$ cat src/rtl/seq_normalizer.sv
// Iterative left-normalizer: shifts a word left one bit per cycle until normalized and reports the shift count.
// Define NORM_SIGNED_EN to add the sign_mode port (count redundant sign bits instead of leading zeros).
module seq_normalizer #(
    parameter  int DATA_WIDTH = 8,
    localparam int CNT_WIDTH  = $clog2(DATA_WIDTH)
) (
    input  logic                  clk,
    input  logic                  rst,
`ifdef NORM_SIGNED_EN
    input  logic                  sign_mode,
`endif
    input  logic                  in_valid,
    output logic                  in_ready,
    input  logic [DATA_WIDTH-1:0] din,
    output logic                  out_valid,
    input  logic                  out_ready,
    output logic [DATA_WIDTH-1:0] dout,
    output logic [CNT_WIDTH-1:0]  shamt,
    output logic                  zero
);

    // state | meaning
    // IDLE  | waiting for in_valid; in_ready high
    // SHIFT | shifting the work register until normalized
    // DONE  | result presented; waiting for out_ready
    typedef enum logic [1:0] {IDLE, SHIFT, DONE} state_t;

    localparam logic [CNT_WIDTH-1:0] CNT_MAX = CNT_WIDTH'(DATA_WIDTH - 1);

    state_t                state, state_nxt;
    logic [DATA_WIDTH-1:0] work, work_nxt, dout_nxt;
    logic [CNT_WIDTH-1:0]  count, count_nxt, shamt_nxt;
    logic                  zero_nxt;
    logic                  smode;
    logic                  stop;

`ifdef NORM_SIGNED_EN
    // Mode is captured on the accepting edge so it stays fixed for the whole operation.
    always_ff @(posedge clk or posedge rst) begin
        if (rst)
            smode <= 1'b0;
        else if (state == IDLE && in_valid)
            smode <= sign_mode;
    end
`else
    assign smode = 1'b0;
`endif

    assign stop = smode ? ((work[DATA_WIDTH-1] ^ work[DATA_WIDTH-2]) || (count == CNT_MAX))
                        : work[DATA_WIDTH-1];

    assign in_ready  = (state == IDLE) && !rst;
    assign out_valid = (state == DONE);

    always_ff @(posedge clk or posedge rst) begin
        if (rst) begin
            state <= IDLE;
            work  <= '0;
            count <= '0;
            dout  <= '0;
            shamt <= '0;
            zero  <= 1'b0;
        end else begin
            state <= state_nxt;
            work  <= work_nxt;
            count <= count_nxt;
            dout  <= dout_nxt;
            shamt <= shamt_nxt;
            zero  <= zero_nxt;
        end
    end

    always_comb begin
        state_nxt = state;
        work_nxt  = work;
        count_nxt = count;
        dout_nxt  = dout;
        shamt_nxt = shamt;
        zero_nxt  = zero;
        case (state)
            IDLE: begin
                if (in_valid) begin
                    if (din == '0) begin
                        dout_nxt  = '0;
                        shamt_nxt = '0;
                        zero_nxt  = 1'b1;
                        state_nxt = DONE;
                    end else begin
                        work_nxt  = din;
                        count_nxt = '0;
                        zero_nxt  = 1'b0;
                        state_nxt = SHIFT;
                    end
                end
            end
            SHIFT: begin
                if (stop) begin
                    dout_nxt  = work;
                    shamt_nxt = count;
                    state_nxt = DONE;
                end else begin
                    work_nxt  = {work[DATA_WIDTH-2:0], 1'b0};
                    count_nxt = count + CNT_WIDTH'(1);
                end
            end
            DONE: begin
                if (out_ready)
                    state_nxt = IDLE;
            end
            default: state_nxt = IDLE;
        endcase
    end

endmodule

$ cat config.mk
export PLATFORM = sky130hd
export DESIGN_NAME = seq_normalizer
export DESIGN_NICKNAME = d
export VERILOG_FILES = /design/src/rtl/seq_normalizer.sv
export SDC_FILE = /design/constraint.sdc
export NUM_CORES = 1
export LEC_CHECK = 0
export ABC_AREA = 1
export CAP_MARGIN = 20
export CELL_PAD_IN_SITES_DETAIL_PLACEMENT = 1
export CELL_PAD_IN_SITES_GLOBAL_PLACEMENT = 1
export CORE_MARGIN = 3
export CORE_UTILIZATION = 38
export CTS_BUF_LIST = sky130_fd_sc_hd__clkbuf_2
export CTS_CLUSTER_DIAMETER = 60
export DETAILED_ROUTE_END_ITERATION = 8
export PLACE_DENSITY_LB_ADDON = 0.08
export REMOVE_ABC_BUFFERS = 1
export SYNTH_ARGS = -nofsm -noshare
export SYNTH_HDL_FRONTEND = slang
export SYNTH_SLANG_ARGS = --single-unit
$ cat constraint.sdc
create_clock -name clk -period 1.35 [get_ports clk]
set_input_delay 0.2025 -clock clk [delete_from_list [all_inputs] [get_ports clk]]
set_output_delay 0.2025 -clock clk [all_outputs]
set_load 0.05 [all_outputs]
# ---- Word-level counts from Yosys, hierarchy flattened
# Index checks and enable logic that the tools add are counted.
dict set report word_totals {
  register_bits 25
  latch_bits 0
  ram_bits 0
  mem_bits_ro 0
  in_bits 12
  out_inout_bits 14
  word_cells 48
  mem_count 0
}
dict set report op_classes {
  n_addsub 1
  mul 0
  div_mod_pow 0
  order_cmp 0
  eq_ne 8
  shifts 0
  n_mux 22
  bitwise_logic 0
  n_reduce_logical 10
}
# cell count
set ops {}
lappend ops {{8-bit two-way mux} 6}
lappend ops {{8-bit one-hot mux with 2 select lines} 2}
lappend ops {{3-bit two-way mux} 6}
lappend ops {{3-bit one-hot mux with 2 select lines} 2}
lappend ops {{8-bit zero test} 1}
lappend ops {{2-bit two-way mux} 4}
lappend ops {{2-bit inequality test, second input constant} 4}
lappend ops {{4-bit AND reduction} 2}
lappend ops {{2-bit one-hot mux with 3 select lines} 1}
lappend ops {{3-bit AND reduction} 2}
lappend ops {{2-bit by 1-bit inequality test with 1-bit output, second input constant} 2}
lappend ops {{3-bit by 1-bit adder with 3-bit output, second input constant} 1}
lappend ops {{2-bit by 1-bit == test with 1-bit output, second input constant} 1}
lappend ops {{2-bit == test, second input constant} 1}
lappend ops {{2-bit zero test} 1}
lappend ops {{2-bit AND reduction} 1}
lappend ops {{2-bit nonzero test} 1}
lappend ops {{1-bit logical AND} 1}
lappend ops {{1-bit zero test} 1}
lappend ops {{1-bit two-way mux} 1}

# ---- Logic depth before layout (Yosys ltp)
# Gate-level depths: netlist (run 1).
dict set report logic_depth {
  ltp_word 4
  ltp_mapped 9
  depth_no_buf 8
}

# ---- Worst setup path before layout (run 1)
# OpenSTA, ideal clock, no wires.
dict set report synth_timing {
  path_kind {register to output}
  start {reg state[0]}
  end {out in_ready}
  arrival_ps 1564
  required_ps 1148
  path_slack_ps -416
  stages_incl_launch_ff 2
  path_buffers 0
  cell_sequence {dfrtp_1 -> nor3_1}
}
dict set report synth_via {
  elab_chain_len 2
}
# item line_no
set synth_lines {}
lappend synth_lines {{start, declared} 30} ;# state_t state, state_nxt;
lappend synth_lines {{start signal, assigned} 64} ;# state <= state_nxt;
lappend synth_lines {{2-bit zero test} 52} ;# assign in_ready = (state == IDLE) && !rst;
lappend synth_lines {{1-bit logical AND} 52}
lappend synth_lines {{end, declared} 13} ;# output logic in_ready,
# Every way passes these cells.

# ---- Worst setup path in the final report (run 1)
dict set report layout_timing {
  start {reg state[0]}
  end {reg work[6]}
}
dict set report layout_via {
  elab_chain_len 3
  word_cells_on_any_way 8
  classes_between {eq/ne: 4; mux: 1; reduce/logical: 3}
}
# item line_no
set layout_lines {}
lappend layout_lines {{2-bit by 1-bit == test with 1-bit output or 2-bit zero test (tied branches)} 80} ;# case (state)
lappend layout_lines {{2-bit inequality test (no source line) or 2-bit nonzero test (tied branches)} --}
lappend layout_lines {{4-bit AND reduction (no source line)} --}
lappend layout_lines {{end signal, assigned} 65} ;# work <= work_nxt;
lappend layout_lines {{end, declared} 31} ;# logic [DATA_WIDTH-1:0] work, work_nxt, dout_nxt;
# Parallel ways exist; a longest one is shown, timed or not.
# A chain may end at the register's enable or synchronous reset.

==> run_results.csv, run 1 <==
group,metric,value,unit
placed_design,place_congestion,0.8727,
grt,grt_max_degree,26,
clock_network,cts_tree,"done",
power_and_ir_drop,pwr-share-clk,5.2,%
power_and_ir_drop,peakVddDrop,1.936,mV
timing,hold_viol_final,0,
setup_path,crit_family,"simple AND/OR/NAND/NOR gates",
job,cap_violations,0,
clock_network,clk_pin_slew,0.26,ns
setup_path,regToRegSetupSlack,-0.28,ns
drt,wl,5.810,mm
setup_path,startpoint_type,"flop",
power_and_ir_drop,p_sw,3.172,mW
timing,tightest_slew,0.4735,ns
clock_network,cts_buffers,3,
placed_design,io_buffers,25,
setup_path,worst_ep_required_time,1.62,ns
timing,finalClockSkew,0.01308,ns
drt,met1Wirelength,2.386,mm
synthesis,synth_fa_ha_area_share,1.032,%
synthesis,yosysWarnings,0,
synthesis,ys_seq_area_share,51.60,%
drt,drcViolationCount,0,
synthesis,synth_edf_count,0,
synthesis,muxShareOfSynthArea,0,%
synthesis,ys_types,22,
synthesis,avgSynthCellArea,7.924,sq um
power_and_ir_drop,p_int,2.887,mW
floorplan,die_h,62.49,microns
layout,fillCellCount,317,
drt,dr.max_layer_used,"met4",
setup_path,regToRegEndpoint,"work[6]",
setup_path,crit_chain,"buf_4, nor2_4, nand2_4, o21bai_4, buf_4, nand3_1, nand2_1",
layout,stdcell_count,245,
setup_path,arrival,1.89,ns
clock_network,insertion_delay,0.36,ns
setup_path,r2r-start,"state[0]",
setup_path,worstSetupEndpointType,"flop",
floorplan,row_count,19,
timing,slew_violations,0,
timing,setup_ws,-0.2755,ns
floorplan,die_area,3904,sq um
synthesis,synth_top_family_by_area,"simple AND/OR/NAND/NOR gates",
timing,fmax,615.2,MHz
clock_network,htree_levels,1,
timing,min_period,1.626,ns
grt,grt_usage,21.58,%
placed_design,post-place-cells,229,
outcome,violations,"setup timing",
drt,ant_nets,0,
power_and_ir_drop,leakage,0.9978,nW
setup_path,max_stage_delay,0.48,ns
drt,dr_wl_met3,312,microns
setup_path,reg2regPathDepth,7,
power_and_ir_drop,power_frac_comb,69.2,%
setup_path,crit_slowest_cell,"dfrtp_2",
layout,n_antenna_cell,0,
layout,drive_above_1_share,34.48,%
power_and_ir_drop,netSwitchingFraction,52.35,%
synthesis,synthXorXnorAreaFrac,0,%
grt,grt_pass1_wl,6.575,mm
timing,rsz0062_at_grt,"true",
grt,grt_pass1_vias,1361,
floorplan,core,2900,sq um
synthesis,synth_compound_area_share,6.914,%
synthesis,ys_ff_latch,25,
clock_network,cts_max_path_buffers,2,
synthesis,synth-async-reset-ratio,100.0,%
layout,fin_util,69.33,%
floorplan,start_util,41.80,%
power_and_ir_drop,cellPowerDensity,3013,nW/um^2
setup_path,critPathKind,"reg -> reg",
layout,synthToLayoutAreaGrowth,65.84,%
drt,vias_per_cell,5.620,
drt,dr.first_iter.drc_count,100,
timing,fin_crit_sh,120.4,%
synthesis,synth-simple-area-share,36.12,%
drt,vias,1377,
drt,avgRoutedWirePerCell,23.71,microns
floorplan,pin_count,26,
floorplan,die_w,62.49,microns
synthesis,synthesis.area,1212,sq um
placed_design,hpwl,2.558,mm
hold_path,hp-class,"in -> async",
drt,met2_length,2.892,mm
layout,fin_nets,217,
grt,antenna_found_initial,0,
synthesis,syn_inst,153,
drt,firstDrtPassIters,4,
power_and_ir_drop,sequentialPowerShare,25.5,%
synthesis,ys.flop_type,"dfrtp_1",
clock_network,clock-root-buffer,"clkbuf_2",
timing,relSlewSlack,68.40,%
setup_path,crit_buf_inv,2,
outcome,outcome,"finished, violations left",
timing,finalSetupViolCount,27,
setup_path,crit_fanout,7,
clock_network,postCtsHoldBufs,0,
setup_path,cp_common_cell,"buf_4",
clock_network,cts_sinks,25,
grt,overflow,0,
[placed cells by master, fill, tap and decap left out, drive strengths merged]
master | netlist | final
nand3 | 15 | 15
o21bai | 1 | 1
clkinv | 0 | 2
o2111ai | 1 | 1
ha | 1 | 1
clkdlybuf4s50 | 0 | 11
buf | 2 | 36
nand4 | 2 | 2
nand2 | 72 | 72
nor3 | 1 | 1
o21ai | 7 | 8
o31ai | 1 | 1
dfrtp | 25 | 25
nor2 | 14 | 14
clkbuf | 0 | 4
a21oi | 2 | 2
inv | 9 | 7
[timing repair]
| action | 4_1_cts | 5_1_grt |
|---|---|---|
| buffers inserted | 3 | 8 |
| endpoints found under the setup margin | 23 | 27 |
| gates resized for setup | 13 | 30 |
| pin swaps | 2 | 6 |
| gates cloned | 0 | 1 |
[worst register-to-register path: stages (launching register included)]
cell	delay [ns]
dfrtp_2	0.48
buf_4	0.19
nor2_4	0.18
nand2_4	0.11
o21bai_4	0.21
buf_4	0.18
nand3_1	0.11
nand2_1	0.09
[registers in the layout (all words and copies together), names as in the netlist]
| register | count |
|---|---|
| state | 2 |
| count | 3 |
| work | 8 |
| zero | 1 |
| dout | 8 |
| shamt | 3 |
[per-stage QoR]
| stage | total power [mW] | setup WS, ns | hold slack (ns) | setup TNS, ns | area, sq um |
|---|---|---|---|---|---|
| finish | 6.058 | -0.2755 | 0.3189 | -3.163 | 2011 |
| global route | 6.327 | -0.3380 | 0.3342 | -4.609 | 2011 |
| CTS | 5.053 | -0.1201 | 0.2724 | -1.879 | 1813 |
| detailed placement | 4.546 | -0.3188 | 0.5157 | -6.015 | 1722 |
| global placement | 4.416 | -0.2452 | 0.4911 | -4.207 | 1722 |
| floorplan | 3.065 | -0.4164 | 0.2298 | -0.4164 | 1196 |
[cells in the mapped netlist, types with 2 or more instances]
library cell | number | area share (%)
inv_1 | 5 | 1.5
nand4_1 | 2 | 1.0
nand3_1 | 15 | 6.2
a21oi_1 | 2 | 0.83
inv_2 | 3 | 0.93
nor2_1 | 12 | 3.7
nand2_1 | 69 | 21
nand2_4 | 2 | 1.9
o21ai_1 | 5 | 2.1
nor2_2 | 2 | 1.0
dfrtp_1 | 25 | 52
[area by class of cell]
cell class	instances	area (sq um)	share of cell area, %
clock buffer	4	20.02	0.9956
tap	42	52.55	2.614
timing repair buffer	47	570.5	28.38
sequential	25	628.1	31.24
inverter	9	56.30	2.800
multi-input combinational	118	683.2	33.98
[logic make-up after synthesis]
| group | Yosys count |
|---|---|
| AO/OA/AOI/OAI | 12 |
| flip-flops | 25 |
| buffers and inverters | 11 |
| adder cells (fa/ha/maj) | 1 |
| AND/OR/NAND/NOR | 104 |
[routing by layer]
layer,GRT usage [%],vias to the layer above
li1,-,593
met1,25.57,685
met2,37.55,79
met3,2.518,20
met4,12.40,0
met5,0,-
[how the worst max path moves through the flow]
| stage | slack, ns | endpoint | start | depth (start not counted) |
|---|---|---|---|---|
| after detailed placement | -0.32 | state[1] | din[2] | 6 |
| after global routing | -0.34 | work[6] | state[0] | 7 |
| after floorplan | -0.42 | in_ready | state[0] | 1 |
| after CTS | -0.12 | work[6] | state[0] | 7 |
| after global placement | -0.25 | state[1] | din[6] | 6 |
| final | -0.28 | work[6] | state[0] | 7 |
[power by group through the flow]
| stage | clock (mW) | sequential (mW) | combinational, mW |
|---|---|---|---|
| floorplan | 0 | 1.92 | 1.14 |
| global placement | 0 | 1.48 | 2.94 |
| detailed placement | 0 | 1.50 | 3.04 |
| CTS | 0.315 | 1.48 | 3.26 |
| global route | 0.360 | 1.58 | 4.39 |
| finish | 0.318 | 1.55 | 4.19 |
No activity file was read; power rests on OpenSTA's default activity.
==> run 2: changes to the inputs <==
- clock period: 1.35 -> 1.6 ns (I/O delays scaled with it)
==> run 2 against run 1 <==
Net effect:
- the flow now finishes without violations
- sequential share of layout area grew 9.1 points
- design area fell by 23%
- global-route usage fell by 5.0 points
- sequential cell count did not move
- via count shrank 21%
- total power is 42% lower
- setup slack better by 0.40 ns
- register-to-register slack improved by 0.46 ns
- combinational power down 50%
- routed wire length is 50% lower
- sequential power down 23%
- count of clock-buffer cells in the layout did not move
- critical path type is now reg -> out
==> run_results.csv, run 2 (synthesis gave the netlist of run 1 again) <==
group,metric,value,unit
setup_path,crit_start,"state[0]",
setup_path,crit_fanout,6,
setup_path,worstSetupEndpointType,"primary output",
floorplan,pin_count,26,
drt,avgRoutedWirePerCell,12.96,microns
placed_design,io_buffers,25,
timing,fin_crit_sh,92.00,%
timing,setup_ws,0.1280,ns
setup_path,worst_ep_required_time,1.36,ns
timing,finalClockSkew,0.001943,ns
clock_network,cts_sinks,25,
timing,finalSetupViolCount,0,
placed_design,hpwl,2.270,mm
placed_design,pre_cts_ws,-0.1412,ns
drt,ant_nets,0,
clock_network,cts_tree,"done",
hold_path,hp-class,"in -> async",
setup_path,crit_slowest_cell,"dfrtp_2",
timing,relSlewSlack,65.65,%
floorplan,die_h,62.49,microns
power_and_ir_drop,leakage,0.8313,nW
layout,layout_common_cells,"69 x nand2_1, 24 x dfrtp_1, 16 x buf_4",
floorplan,start_util,41.80,%
clock_network,clk_pin_slew,0.21,ns
job,cap_violations,0,
outcome,outcome,"finished, final reports clean",
layout,reg.largest.list,"dout: 8 flops, work: 8 flops",
power_and_ir_drop,peakVddDrop,1.151,mV
timing,fmax,679.3,MHz
floorplan,die_w,62.49,microns
layout,fillCellCount,384,
layout,mostFrequentLayoutCell,"nand2_1",
setup_path,max_stage_delay,0.53,ns
timing,min_period,1.472,ns
layout,n_antenna_cell,0,
setup_path,crit_buf_inv,1,
grt,grt_pass1_vias,1080,
grt,overflow,0,
power_and_ir_drop,cellPowerDensity,2279,nW/um^2
timing,slew_violations,0,
layout,fin_nets,198,
setup_path,startpoint_type,"flop",
layout,synthToLayoutAreaGrowth,28.17,%
grt,grt_max_degree,26,
setup_path,arrival,1.23,ns
floorplan,die_area,3904,sq um
clock_network,cts_buffers,3,
clock_network,cts_max_path_buffers,2,
grt,grt_usage,16.56,%
clock_network,insertion_delay,0.32,ns
floorplan,core,2900,sq um
timing,tightest_slew,0.5152,ns
drt,drcViolationCount,0,
timing,rsz0062_at_grt,"true",
grt,grt_pass1_wl,5.202,mm
drt,vias,1086,
timing,hold_viol_final,0,
setup_path,crit_family,"flip-flops",
grt,antenna_found_initial,0,
drt,wl,2.929,mm
power_and_ir_drop,power,3.542,mW
placed_design,place_congestion,0.8357,
setup_path,r2r-start,"state[0]",
layout,drive_above_1_share,19.57,%
floorplan,row_count,19,
drt,firstDrtPassIters,4,
clock_network,htree_levels,1,
setup_path,crit_chain,"nor3_4, buf_12",
setup_path,critPathKind,"reg -> out",
clock_network,clock-root-buffer,"clkbuf_2",
drt,vias_per_cell,4.805,
drt,dr.first_iter.drc_count,26,
[run 2: cell types whose count changed in the layout (fill, tap and decap cells not counted), sizes merged]
cell and change:
clkinv -2, inv +2, o21ai -1, buf -18
[run 2: metal layers]
metal	routed length, microns	GRT usage (%)	vias up
li1	-	-	551
met3	140	3.237	2
met1	1399	21.62	507
met5	0	0	-
met2	1371	27.70	26
met4	18	4.959	0
[run 2: power by group]
part           switching [mW]  internal, mW  total, mW  leakage, nW
clock                   0.173        0.0661      0.239       0.0166
combinational            1.43         0.683       2.11        0.498
sequential              0.263         0.926       1.19        0.317
[run 2: area by class of cell]
class | count | area [sq um] | share of cell area (%)
repair buffers | 29 | 270.3 | 17.39
multi-input cells | 117 | 548.0 | 35.27
inverters | 9 | 36.28 | 2.335
clock buffers | 4 | 20.02 | 1.288
flip-flops and latches | 25 | 626.9 | 40.34
well taps | 42 | 52.55 | 3.382
[run 2: worst reg2reg max path: cells and delay by family (launching register included)]
| family | cells | cell delay [ns] |
|---|---|---|
| buffers and inverters | 1 | 0.17 |
| flip-flops | 1 | 0.53 |
| AO/OA/AOI/OAI | 1 | 0.20 |
| AND/OR/NAND/NOR | 4 | 0.46 |
[run 2: timing repair]
action,CTS,global route
setup endpoints to repair,1,2
setup buffers,0,0
gates resized for setup,1,3
hold buffers,0,0
[run 2: path summary, 6_finish.rpt]
kind,end,slack (ns),depth (start not counted)
setup / recovery,in_ready,0.13,2
setup reg to reg,work[0],0.18,6
hold / removal,state[1],0.31,3
hold reg to reg,dout[4],0.50,2
max in group asynchronous,state[0],1.04,3
min in group clk,state[1],0.43,2
[run 2: per-stage QoR]
stage               cells  hold WS [ns]  setup TNS (ns)  util (%)  cell area [sq um]
CTS                   226        0.2533               0     53.24               1544
floorplan             151        0.2673         -0.2039         -               1196
finish                226        0.3107               0     53.58               1554
detailed placement    222        0.4607          -1.129     52.37               1519
global placement      222        0.4553         -0.6899     52.37               1519
global route          226        0.2896       -0.003163     53.58               1554
